## src/rtl/piso_tx_pkg.sv

```systemverilog
// Shared definitions for the serial link: FSM state encoding and line levels.
// The receiver imports the same line constants so both ends agree on framing.
package piso_tx_pkg;

   typedef enum logic [1:0] {
      IDLE  = 2'd0,
      START = 2'd1,
      DATA  = 2'd2,
      STOP  = 2'd3
   } state_t;

   localparam logic LINE_IDLE = 1'b1;
   localparam logic START_BIT = 1'b0;
   localparam logic STOP_BIT  = 1'b1;

endpackage

```

## src/rtl/bit_timer.sv

```systemverilog
// Bit-period timer: counts 0..CLKS_PER_BIT-1 and pulses tick on the last cycle.
// clear holds the count at zero so the first bit period starts aligned.
module bit_timer #(
   parameter int CLKS_PER_BIT = 4
) (
   input  logic clk,
   input  logic rst,
   input  logic clear,
   output logic tick
);

   localparam int CW = (CLKS_PER_BIT > 1) ? $clog2(CLKS_PER_BIT) : 1;
   localparam logic [CW-1:0] LAST = CW'(CLKS_PER_BIT - 1);

   logic [CW-1:0] cnt;

   assign tick = (cnt == LAST);

   always_ff @(posedge clk) begin
      if (rst || clear) begin
         cnt <= '0;
      end else if (tick) begin
         cnt <= '0;
      end else begin
         cnt <= cnt + CW'(1);
      end
   end

endmodule

```

## src/rtl/piso_tx.sv

```systemverilog
// Parallel-in serial-out frame transmitter: start bit, WIDTH data bits LSB-first,
// stop bit, each held CLKS_PER_BIT cycles. All outputs come straight from flops.
//
// state | meaning
// IDLE  | line high, ready for a word
// START | driving the start bit
// DATA  | driving shift_reg[0], one bit per tick
// STOP  | driving the stop bit
module piso_tx
   import piso_tx_pkg::*;
#(
   parameter int WIDTH        = 4,
   parameter int CLKS_PER_BIT = 4
) (
   input  logic             clk,
   input  logic             rst,
   input  logic             in_valid,
   input  logic [WIDTH-1:0] in_data,
   output logic             in_ready,
   output logic             tx,
   output logic             busy
);

   localparam int IW = (WIDTH > 1) ? $clog2(WIDTH) : 1;
   localparam logic [IW-1:0] LAST_IDX = IW'(WIDTH - 1);

   state_t           state, state_nxt;
   logic [WIDTH-1:0] shift_reg, shifted;
   logic [IW-1:0]    idx;
   logic             tx_nxt, load, shift_en, tick, timer_clear;

   assign shifted     = shift_reg >> 1;
   assign timer_clear = (state == IDLE);

   bit_timer #(.CLKS_PER_BIT(CLKS_PER_BIT)) u_timer (
      .clk   (clk),
      .rst   (rst),
      .clear (timer_clear),
      .tick  (tick)
   );

   always_ff @(posedge clk) begin
      if (rst) begin
         state     <= IDLE;
         tx        <= LINE_IDLE;
         in_ready  <= 1'b1;
         busy      <= 1'b0;
         shift_reg <= '0;
         idx       <= '0;
      end else begin
         state    <= state_nxt;
         tx       <= tx_nxt;
         in_ready <= (state_nxt == IDLE);
         busy     <= (state_nxt != IDLE);
         if (load) begin
            shift_reg <= in_data;
            idx       <= '0;
         end else if (shift_en) begin
            shift_reg <= shifted;
            idx       <= (idx == LAST_IDX) ? '0 : idx + IW'(1);
         end
      end
   end

   // tx is registered, so the level for the next cycle is chosen here.
   always_comb begin
      state_nxt = state;
      tx_nxt    = tx;
      load      = 1'b0;
      shift_en  = 1'b0;
      unique case (state)
         IDLE: begin
            tx_nxt = LINE_IDLE;
            if (in_valid && in_ready) begin
               load      = 1'b1;
               state_nxt = START;
               tx_nxt    = START_BIT;
            end
         end
         START: begin
            if (tick) begin
               state_nxt = DATA;
               tx_nxt    = shift_reg[0];
            end
         end
         DATA: begin
            if (tick) begin
               shift_en = 1'b1;
               if (idx == LAST_IDX) begin
                  state_nxt = STOP;
                  tx_nxt    = STOP_BIT;
               end else begin
                  tx_nxt = shifted[0];
               end
            end
         end
         STOP: begin
            if (tick) begin
               state_nxt = IDLE;
               tx_nxt    = LINE_IDLE;
            end
         end
         default: state_nxt = IDLE;
      endcase
   end

endmodule
```

## config.mk

```make
export PLATFORM = sky130hd
export DESIGN_NAME = piso_tx
export DESIGN_NICKNAME = d
export VERILOG_FILES = /design/src/rtl/piso_tx_pkg.sv /design/src/rtl/bit_timer.sv /design/src/rtl/piso_tx.sv
export SDC_FILE = /design/constraint.sdc
export NUM_CORES = 1
export LEC_CHECK = 0
export ABC_AREA = 1
export CORE_AREA = 10 10 47 49
export DETAILED_ROUTE_END_ITERATION = 10
export DIE_AREA = 0 0 57 59
export PLACE_DENSITY = 0.75
export SYNTH_ARGS = -nofsm -noshare
export SYNTH_HDL_FRONTEND = slang
export SYNTH_SLANG_ARGS = --single-unit
```

## constraint.sdc

```tcl
create_clock -name clk -period 1.4 [get_ports clk]
set_clock_uncertainty 0.2 [all_clocks]
set_input_delay 0.21 -clock clk [delete_from_list [all_inputs] [get_ports clk]]
set_output_delay 0.21 -clock clk [all_outputs]
set_load 0.02 [all_outputs]
```

### Yosys cells after proc, flatten, opt, wreduce, memory -nomap -nowiden

Index checks and enable logic that the tools add are counted.

| operators by class | value |
|---|---|
| mux-type cells | 19 |
| reductions and logical operators | 9 |
| eq/ne operators | 8 |
| add/subtract/negate cells | 2 |

Operators with widths:

| operator | count |
|---|---|
| 2-to-1 mux 2 bit | 6 |
| 2-to-1 mux 1 bit | 9 |
| == test 2 bit, second input constant | 4 |
| 2-to-1 mux 4 bit | 2 |
| one-hot mux 2 bit (4 select lines) | 1 |
| != test 2 bit, second input constant | 3 |
| adder 2 x 1 -> 2 bit, second input constant | 2 |
| logical NOT 2 bit | 2 |
| one-hot mux 1 bit (4 select lines) | 1 |
| nonzero test 2 bit | 2 |
| OR reduction 2 bit | 2 |
| AND reduction 3 bit | 1 |
| == test 2 x 1 -> 1 bit, second input constant | 1 |
| logical AND 1 bit | 1 |
| logical OR 1 bit | 1 |

| word-level totals | value |
|---|---|
| output and inout port bits | 3 |
| word-level logic and storage cells | 45 |
| bits of input ports | 7 |
| flip-flop bits (word level) | 13 |

### Longest topological paths before layout

Gate-level depths: netlist of run 1.

| logic depth | value |
|---|---|
| word-level depth | 5 |
| gate-level depth with buffers | 8 |
| depth with buffers taken out | 8 |

### Modules after synthesis

Synthesis of run 1 repeated with hierarchy kept, for this count alone.

| unflattened totals | value |
|---|---|
| cells, all modules | 86 |
| area, all modules | 621.8 sq um |

By module, submodules not included:

| module | sequential area each (sq um) | area each (sq um) | cells each | times used |
|---|---|---|---|---|
| piso_tx | 220.2 | 546.8 | 77 | 1 |
| bit_timer | 40.0 | 75.1 | 9 | 1 |

### Worst setup path before layout of run 1

Ideal clock, no wire load.

| timing path | value |
|---|---|
| path kind | register to register |
| start | reg in_ready |
| end | reg shift_reg[0] |
| slack | 0.062 ns |
| path buffers | 0 |
| clock period less this slack | 1.338 ns |
| arrival time | 1.028 ns |
| library setup time | 0.110 ns |
| data required time | 1.090 ns |
| stages on the path, launching flop included | 7 |
| path through | dfxtp_1 -> nand2_1 -> inv_1 -> nand2_4 -> or2_0 -> nand3_1 -> inv_1 |

| on the way | value |
|---|---|
| cells in the longest elaborated chain, start to end | 4 |
| elaborated cells between the ends (all ways) | 5 |
| classes of those cells | 3 x mux; 2 x reduce/logical |

Ends and longest elaborated chain:

| what | line | text |
|---|---|---|
| start: declaration | piso_tx.sv:19 | `output logic in_ready,` |
| start signal: assignment | piso_tx.sv:53 | `in_ready <= (state_nxt == IDLE);` |
| logical AND 1 bit * | piso_tx.sv:74 | `if (in_valid && in_ready) begin` |
| 2-to-1 mux 1 bit * | piso_tx.sv:74 |  |
| 2-to-1 mux 1 bit * | piso_tx.sv:71 | `unique case (state)` |
| 2-to-1 mux 4 bit or nonzero test 2 bit (tied branches) | - |  |
| end signal: assignment | piso_tx.sv:56 | `shift_reg <= in_data;` |
| end signal: assignment | piso_tx.sv:59 | `shift_reg <= shifted;` |
| end: declaration | piso_tx.sv:28 | `logic [WIDTH-1:0] shift_reg, shifted;` |

Every way passes the cells marked *; elsewhere a longest branch is shown, timed or not.
A chain may end at the register's enable or synchronous reset.

### Worst setup path in the final report of run 1

| timing path | value |
|---|---|
| start | reg tx |
| end | out tx |

RTL lines:

| what | line | text |
|---|---|---|
| start: declaration | piso_tx.sv:20 | `output logic tx,` |
| start signal: assignment | piso_tx.sv:52 | `tx <= tx_nxt;` |

No word-level cell between the ends.

==> results by group, run 1 <==
Place
  • Worst slack, placed: -0.150 ns
  • DP Wirelength: 1.03 mm
  • Routability cong.: 0.829
  • PortBufs: 9
  • Inst Count DP: 113

Timing
  • Hold Slack: 0.229 ns
  • Worst-margin pin slew: 0.233 ns
  • Worst slew margin: 84.5%
  • Final setup fails: 0
  • Fin. Hold Viols: 0
  • Setup ws final: 0.0242 ns
  • Max Clock Freq: 727 MHz
  • Final period utilization: 98.3%
  • Final slew viol count: 0
  • Min cycle time layout: 1.38 ns

Cells and area
  • Post-route insts no fill: 120
  • Footprint of the multi-input gates: 334 um^2
  • Fillers: 130
  • Most common cell after layout, fill and taps aside: nand2_1
  • Register area: 265 um^2
  • Max reg flops: 4
  • Most frequent cells in the layout: 21 x nand2_1, 12 x inv_1, 9 x nand3_1, 9 x dfxtp_1
  • Synthesis-to-finish area growth: 32.6%
  • Layout cells sized above 1: 19.2%
  • Ant diodes: 0
  • Final #Nets: 115

Power and ir drop
  • P_leak: 0.394 nW
  • Peak supply drop: 0.629 mV
  • Pwr Total: 0.765 mW
  • PD cells: 928 mW/mm^2

Floorplanning
  • Core area: 0.00140 mm^2
  • Row cnt: 14
  • Die area: 0.00336 mm^2
  • Initial Util: 44.4%
  • Die H: 59 um
  • Chip width: 57 um
  • Io pins: 10

Route
  • DR pass1 iterations: 4
  • Per-cell routed wire length: 11.6 um
  • Number of remaining DRC errors: 0
  • Vias: 569
  • DRT iter0 DRCs: 12
  • DR vias/cell: 4.74
  • Routed wire length: 1.39 mm
  • Post-route ant nets: 0

Global route
  • First-pass GRT wire length: 2.26 mm
  • Grt ovf: 0
  • Vias in the first global route: 530
  • Initial antenna violation count: 0
  • Total GRT Usage: 8.52%
  • Largest net degree at the start of global routing: 9

Clock tree
  • # hold bufs at CTS: 0
  • Clk Latency, worst-skew pair: 0.27 ns
  • CTS tree: yes
  • Sink Count: 13
  • Clk slew on worst S/H paths: 0.08 ns
  • Clk buf depth: 2
  • Clock Tree Root: clkbuf_4
  • Max H-tree Level: 1
  • CTS Buf Count: 3

Critical path
  • Endpoint class of the critical path: output pin
  • Critical path class: register to output pin
  • Worst path required time: 0.99 ns
  • Top delay family on crit path: flip-flops
  • CP bufs+invs: 1
  • Crit start category: register
  • Max Fanout on Critical Path: 2
  • Reg2Reg Setup Slack: 0.09 ns
  • CP max-delay cell: dfxtp_1
  • Crit path cell chain: dlygate4sd2_1
  • WP data arrival: 0.97 ns
  • Biggest cell delay along the critical path: 0.35 ns

Synth
  • Gate Count Post-Synth: 85
  • Synth Warn #: 0
  • Syn_nets: 95
  • Post-Synthesis Cell Area: 622 um^2
  • Mapped Avg Cell Area: 7.32 um^2
  • Library cells used by synthesis: 15
  • Yosys reg bits: 13
  • Post-synthesis sequential area ratio: 41.9%

Min path
  • Hold Path Class: register to register

Status
  • Outcome: finished clean

Flow run
  • Max Cap Viol: 0
==> power breakdown <==
part / internal, mW / switching (mW)
logic: 0.0630 / 0.0620
registers: 0.391 / 0.0162
clock network: 0.106 / 0.127
total: 0.560 / 0.205
==> per-stage QoR <==
step                      instance area [um^2]  utilization, %  setup TNS [ns]
after floorplan                            622               -               0
final                                      825            58.8               0
after CTS                                  786            56.1               0
after global placement                     754            53.8          -0.442
after global routing                       825            58.8        -0.00406
after detailed placement                   754            53.8          -0.521
==> layout make-up <==
type                    instances  share of cell area, %
repair buffers                 15                   16.1
clock inverters                 1                  0.607
flip-flops and latches         13                   32.2
clock buffers                   3                   2.73
inverters                      12                   5.46
multi-input cells              60                   40.5
well taps                      16                   2.43
==> per-layer routing <==
metal,part of all wire [%],vias to the layer above,track usage [%]
met2,46,7,13.5
met5,0,-,0
met4,1.1,0,2.01
li1,-,310,-
met1,47,250,9.54
met3,5.8,2,5.15
==> final timing paths <==
kind	startpoint	to	depth (start not counted)
max	tx	tx	1
min	u_timer.cnt[0]	u_timer.cnt[0]	1
max reg2reg	u_timer.cnt[0]	in_ready	7
min reg2reg	u_timer.cnt[0]	u_timer.cnt[0]	1
==> cells by family after synthesis <==
kind of cell / count (synthesis) / share of synthesized area (%)
AND/OR/NAND/NOR: 45 / 34.2
XOR/XNOR: 1 / 1.41
AO/OA/AOI/OAI: 11 / 9.25
adder cells (fa/ha/maj): 3 / 6.04
buffers and inverters: 12 / 7.24
flip-flops: 13 / 41.9
==> cell usage after synthesis <==
cell type | n | area share, %
o211ai_1 | 1 | 1.2
a21oi_1 | 5 | 4.0
nor2_4 | 1 | 1.8
nand4_1 | 1 | 1.0
ha_1 | 3 | 6.0
nor2_1 | 7 | 4.2
dfxtp_1 | 13 | 42
nand2_4 | 1 | 1.8
inv_1 | 12 | 7.2
or2_0 | 1 | 1.0
xor2_1 | 1 | 1.4
nand2_1 | 21 | 13
o21ai_0 | 5 | 4.0
nand3_1 | 10 | 8.0
nand3b_1 | 3 | 3.6
==> timing repair <==
action | CTS | global route
resized for setup | 6 | 8
pin swaps | 0 | 1
setup buffers | 0 | 3
setup endpoints to repair | 6 | 8
(Power assumes the default switching activity.)
==> run 2: changes to the inputs <==
--- a/config.mk
+++ b/config.mk
@@ -5,7 +5,6 @@
 export SDC_FILE = /design/constraint.sdc
 export NUM_CORES = 1
 export LEC_CHECK = 0
-export ABC_AREA = 1
 export CORE_AREA = 10 10 47 49
 export DETAILED_ROUTE_END_ITERATION = 10
 export DIE_AREA = 0 0 57 59
==> results by group, run 2 <==
Cells and area
  • Layout cells sized above 1: 34.9% (+16 points)
  • Most common cell after layout, fill and taps aside: buf_4
  • Most frequent cells in the layout: 11 x buf_4, 8 x dfxtp_1, 6 x clkdlybuf4s50_1
  • Synthesis-to-finish area growth: 38.7%
  • Max reg flops: 4 (unchanged)
  • Post-route insts no fill: 99 (-18%)
  • Ant diodes: 0 (unchanged)
  • Final #Nets: 94 (-18%)
  • Utilization after layout: 61.1% (+2.2 points)
  • Fillers: 120 (-7.7%)

Global route
  • Grt ovf: 0 (unchanged)
  • GR Layer Usage met2: 13.8% (+0.31 points)
  • Initial antenna violation count: 0 (unchanged)
  • First-pass GRT wire length: 2.44 mm (+7.9%)
  • Vias in the first global route: 560 (+5.7%)
  • Layer with the highest usage: met2
  • Met3 Track Usage GR: 3.22% (-1.9 points)
  • Largest net degree at the start of global routing: 12 (+3)
  • Total GRT Usage: 8.84% (+0.32 points)
  • Met1 Track Usage GR: 10.0% (+0.51 points)

Synth
  • Synth Warn #: 0 (unchanged)
  • Post-synth top flop: dfxtp_1
  • Mapped Avg Cell Area: 9.79 um^2 (+34%)
  • Post-Synthesis Cell Area: 617 um^2 (-0.80%)
  • Yosys reg bits: 13 (unchanged)
  • Area leader, netlist: dfxtp_1
  • Most numerous cell in the Yosys netlist: dfxtp_1
  • Synth top area share: 42.2% (+0.34 points)
  • Syn_nets: 73 (-23%)
  • Post-synthesis sequential area ratio: 42.2% (+0.34 points)
  • Library cells used by synthesis: 29 (+14)
  • Gate Count Post-Synth: 63 (-26%)
  • Synth async-reset ratio: 0% (unchanged)
  • Number of synthesized flops with an enable pin: 0 (unchanged)
  • Top cells by count, synth: 13 x dfxtp_1, 6 x nor2_1, 4 x a21oi_1, 4 x mux2i_1, 4 x nand2_1
  • Largest cells by area after synthesis: dfxtp_1 42%, mux2i_1 6.5%, ha_1 6.1%

Place
  • PortBufs: 9 (unchanged)
  • DP Wirelength: 1.01 mm (-2.5%)
  • Routability cong.: 0.688 (-17%)
  • Inst Count DP: 95 (-16%)

Timing
  • Fin. Hold Viols: 0 (unchanged)
  • Max Clock Freq: 729 MHz (+0.30%)
  • Worst-margin pin slew: 0.300 ns (+0.0669 ns)
  • Final slew viol count: 0 (unchanged)
  • Final period utilization: 98.0% (-0.29 points)
  • RSZ-0062 raised after global routing: true
  • Worst slew margin: 79.9% (-4.5 points)
  • Final setup fails: 0 (unchanged)
  • Min cycle time layout: 1.37 ns (-0.00410 ns)
  • Hold Slack: 0.272 ns (+0.0435 ns)

Flow run
  • Max Cap Viol: 0 (unchanged)

Floorplanning
  • Die H: 59 um (unchanged)
  • Row cnt: 14 (unchanged)
  • Initial Util: 44.0% (-0.36 points)
  • Io pins: 10 (unchanged)
  • Core area: 0.00140 mm^2 (unchanged)
  • Die area: 0.00336 mm^2 (unchanged)
  • Chip width: 57 um (unchanged)

Route
  • Routed wire length: 1.32 mm (-5.5%)
  • Vias: 525 (-7.7%)
  • DR vias/cell: 5.30 (+12%)
  • Post-route ant nets: 0 (unchanged)
  • DRT iter0 DRCs: 6 (-6)
  • Per-cell routed wire length: 13.3 um (+15%)
  • DR pass1 iterations: 4 (unchanged)
  • Number of remaining DRC errors: 0 (unchanged)

Power and ir drop
  • Power share of the clock group: 29.2% (-1.2 points)
  • Switching Share: 26.5% (-0.24 points)
  • Comb power frac: 18.4% (+2.1 points)
  • PD cells: 928 mW/mm^2 (about the same)
  • Peak supply drop: 0.612 mV (-2.7%)
  • P_leak: 0.375 nW (-4.8%)
  • Internal power: 0.584 mW (+4.2%)
  • Register share of total power: 52.4% (-0.8 points)
  • P_sw: 0.211 mW (+2.9%)

Clock tree
  • # hold bufs at CTS: 0 (unchanged)
  • CTS tree: yes
  • CTS Buf Count: 3 (unchanged)
  • Clk buf depth: 2 (unchanged)
  • Clock Tree Root: clkbuf_4
  • Clk slew on worst S/H paths: 0.08 ns (about the same)
  • Clk Latency, worst-skew pair: 0.27 ns (about the same)
  • Sink Count: 13 (unchanged)
  • Max H-tree Level: 1 (unchanged)
  • Post-CTS Setup Inserts: 0 (unchanged)

Critical path
  • WP data arrival: 1.37 ns (+0.40 ns)
  • Crit start category: register
  • Worst path required time: 1.40 ns (+0.41 ns)
  • Critical path class: register to register
  • Endpoint class of the critical path: register
  • Max Fanout on Critical Path: 3 (+1)

Status
  • Outcome: finished clean

Min path
  • Hold Path Class: register to register
run 2: cell count changes after synthesis, moves of 2 or more:
cell / previous run / this run
a211oi_1: 0 / 3
a31oi_1: 0 / 2
inv_1: 12 / 2
nand3b_1: 3 / 0
o21ai_0: 5 / 0
nand3_1: 10 / 1
nand4b_1: 0 / 2
mux2i_1: 0 / 4
nand2_1: 21 / 4
nor3_1: 0 / 2
run 2: cell families after synthesis:
family	count (synthesis)	share of synthesized area (%)
buf+inv	6	5.07
xor+xnor	1	1.42
compound gates	13	14.6
flops	13	42.2
fa+ha+maj	3	6.09
simple gates	23	24.1
mux	4	6.49
run 2: routing by layer:
metal / up-vias / share of wire (%) / wire length [um]
li1: 269 / - / -
met1: 239 / 47 / 621
met2: 13 / 44 / 584
met3: 4 / 6.0 / 79
met4: 0 / 2.3 / 30
met5: - / 0 / 0
run 2: final timing paths:
check / end / start / depth (start not counted) / slack, ns
setup reg to reg: idx[0] / u_timer.cnt[0] / 4 / 0.03
hold reg to reg: u_timer.cnt[0] / u_timer.cnt[0] / 1 / 0.27
setup / recovery: idx[0] / u_timer.cnt[0] / 4 / 0.03
hold / removal: u_timer.cnt[0] / u_timer.cnt[0] / 1 / 0.27
run 2: repair_timing:
item,4_1_cts,5_1_grt
pin swaps,0,3
gates resized for setup,5,7
endpoints found under the setup margin,11,10
run 2: layout make-up:
class	count	area (um^2)	area share, %
inverter	2	7.51	0.877
timing repair buffer	20	166	19.4
clock buffer	4	26.3	3.07
sequential	13	274	32.0
multi-input combinational	44	362	42.3
tap	16	20.0	2.34
run 2: power by group through the flow:
stage / Sequential, mW / Clock, mW / Combinational (mW)
after CTS: 0.417 / 0.238 / 0.146
final: 0.416 / 0.232 / 0.146
after floorplan: 0.430 / 0 / 0.0716
after global placement: 0.424 / 0 / 0.149
after global routing: 0.420 / 0.265 / 0.163
after detailed placement: 0.427 / 0 / 0.150
run 2: per-stage QoR:
step	worst slack (ns)	power [mW]	TNS (ns)	instance area, um^2
after floorplan	0.00485	0.502	0	654
after global placement	-0.100	0.573	-0.502	823
after detailed placement	-0.148	0.577	-0.882	823
after CTS	0.00138	0.801	0	850
after global routing	-0.0473	0.848	-0.0804	856
final	0.0283	0.794	0	856
run 2: critical path, cell delays in order, from the launching register on:
cell and delay, ns:
dfxtp_4 0.38, ha_4 0.15, nand3b_4 0.07, or3_1 0.32
a211oi_2 0.18
==> run 3: changes to the inputs <==
--- a/config.mk
+++ b/config.mk
@@ -5,6 +5,7 @@
 export SDC_FILE = /design/constraint.sdc
 export NUM_CORES = 1
 export LEC_CHECK = 0
+export CAP_MARGIN = 20
 export CORE_AREA = 10 10 47 49
 export DETAILED_ROUTE_END_ITERATION = 10
 export DIE_AREA = 0 0 57 59
==> results of run 3 <==
Same layout as run 2: the final DEF is identical, and so are final timing and power.
==> variant (settings of run 2) <==
`CLKS_PER_BIT` is set to 4 in 2 places; all go to 2.
--- a/src/rtl/bit_timer.sv
+++ b/src/rtl/bit_timer.sv
@@ -2,5 +2,5 @@
 // clear holds the count at zero so the first bit period starts aligned.
 module bit_timer #(
-   parameter int CLKS_PER_BIT = 4
+   parameter int CLKS_PER_BIT = 2
 ) (
    input  logic clk,
--- a/src/rtl/piso_tx.sv
+++ b/src/rtl/piso_tx.sv
@@ -11,5 +11,5 @@
 #(
    parameter int WIDTH        = 4,
-   parameter int CLKS_PER_BIT = 4
+   parameter int CLKS_PER_BIT = 2
 ) (
    input  logic             clk,
Function: changed (Yosys sat finds a counterexample within 4 cycles, from zero or initial values and one cycle with rst high).
==> variant against run 2 <==
The flow now finishes with violations (setup timing); core utilization fell by 6.8 points; final area fell by 11%; sequential power fell by 4%; worst setup slack got worse by 110 ps; sequential cell count fell by 1; non-clock buffer count fell by 3; area after synthesis fell by 17%; hold slack got worse by 22 ps; clock power rose by 19%; routed wire length fell by 11%; total power rose by 6.4%; critical endpoint is now tx$_SDFFE_PP1P_.
==> variant: results (changes against run 2) <==
status=complete, but fails checks; failing checks=setup timing; Mean Syn Cell Area=9.12 um2 (-6.9%); met1 Usage GRT=8.50% (-1.5 points); Hold WC Path Type=flip-flop to flip-flop; Syn Nets=64 (-12%); Power Internal=624 uW (+7.0%); I/O Buffers=9 (unchanged); top cells by area, synth=dfxtp_1 47%, nand2_1 5.1%, nor2_1 5.1%, mux2i_1 3.9%, nand3b_4 3.9%; WL met2=542 um (-7.2%); DR WL met3=107 um (+35%); fill count=132 (+10%); clock-pin slew on the worst setup and hold paths=80 ps (about the same); sequential area share after synthesis=47.1% (+4.9 points); Worst Path Arrival=1440 ps (+70 ps); hold depth=2 (+1); met2 usage=12.7% (-1.1 points); gr usage total=7.98% (-0.86 points); non-filler instance count after layout=92 (-7.1%); Area after DPL=698 um2 (-15%); final net count=85 (-9.6%); drt wl/cell=12.8 um (-3.8%); Longest Clk Path Bufs=2 (unchanged); Cells after DPL=88 (-7.4%); layout cell share with drive strength beyond 1=36.8% (+1.9 points); first-pass GRT wire length=2220 um (-9.0%); post-route setup TNS=-81.6 ps (-81.6 ps); Commonest cells post-synth=12 x dfxtp_1, 7 x nand2_1, 7 x nor2_1, 4 x nor3_1, 3 x a21oi_1; count of cell types in the netlist=26 (-10%); worst-margin pin slew=282 ps (-18.3 ps); ANT cells=0 (unchanged); postcts setup bufs=1 (+1); maximum fanout along the worst path=2 (-1); asr flop ratio synth=0% (unchanged); number of global-route vias before repair=523 (-6.6%); post-detail-place hpwl=814 um (-19%); max reg flops=4 (unchanged); Leak=0.000349 uW (-7.0%); largest net degree at the start of global routing=10 (-2); final count of negative-setup-slack endpoints=1 (+1); vias per cell=5.08 (-4.3%); drt first-iter violations=9 (+3); cts repair resizes=4 (-1); RePlAce Congestion=0.698 (+1.5%); M1 WL=504 um (-19%); met3 usage=3.43% (+0.21 points); H-tree depth=1 (unchanged); worst vdd ir=0.689 mV (+13%); Final WS setup=-81.6 ps (-110 ps)
variant: cell families after synthesis:
logic type / share of synthesized area [%]
AND/OR/NAND/NOR: 30.9
buffers and inverters: 2.20
flip-flops: 47.1
multiplexers: 3.92
AO/OA/AOI/OAI: 11.8
XOR/XNOR: 1.72
adder cells (fa/ha/maj): 2.45
variant: final timing paths:
kind | from | to | slack (ps)
worst max-delay path | idx[0]$_SDFFE_PP0P_ | tx$_SDFFE_PP1P_ | -80
worst max register to register | idx[0]$_SDFFE_PP0P_ | tx$_SDFFE_PP1P_ | -80
worst min register to register | tx$_SDFFE_PP1P_ | tx$_SDFFE_PP1P_ | 250
worst min-delay path | tx$_SDFFE_PP1P_ | tx$_SDFFE_PP1P_ | 250
variant: metrics by stage:
stage | hold slack [ps] | worst slack [ps] | util, % | power (uW)
global route | 296 | -147 | 54.3 | 896
detailed placement | 246 | -150 | 49.8 | 571
CTS | 254 | -97.6 | 53.0 | 844
floorplan | 98.4 | -38.6 | - | 489
finish | 250 | -81.6 | 54.3 | 845
global placement | 236 | -122 | 49.8 | 568
variant: power groups by stage:
stage / Sequential (uW) / Combinational (uW) / Clock, uW
final: 400 / 169 / 276
after detailed placement: 403 / 168 / 0
after floorplan: 415 / 74.5 / 0
after CTS: 396 / 165 / 283
after global placement: 403 / 165 / 0
after global routing: 406 / 190 / 300
variant: cell type report:
class | count | area share (%)
clock buffer | 4 | 4.77
inverter | 2 | 0.987
multi-input combinational | 41 | 39.8
sequential | 12 | 32.4
tap | 16 | 2.63
timing repair buffer | 17 | 19.4
variant: critical path, cell delays in order, from the launching register on:
cell      delay [ps]
dfxtp_2          340
ha_4             150
or3_4            360
a221oi_2         250
a21oi_1           60
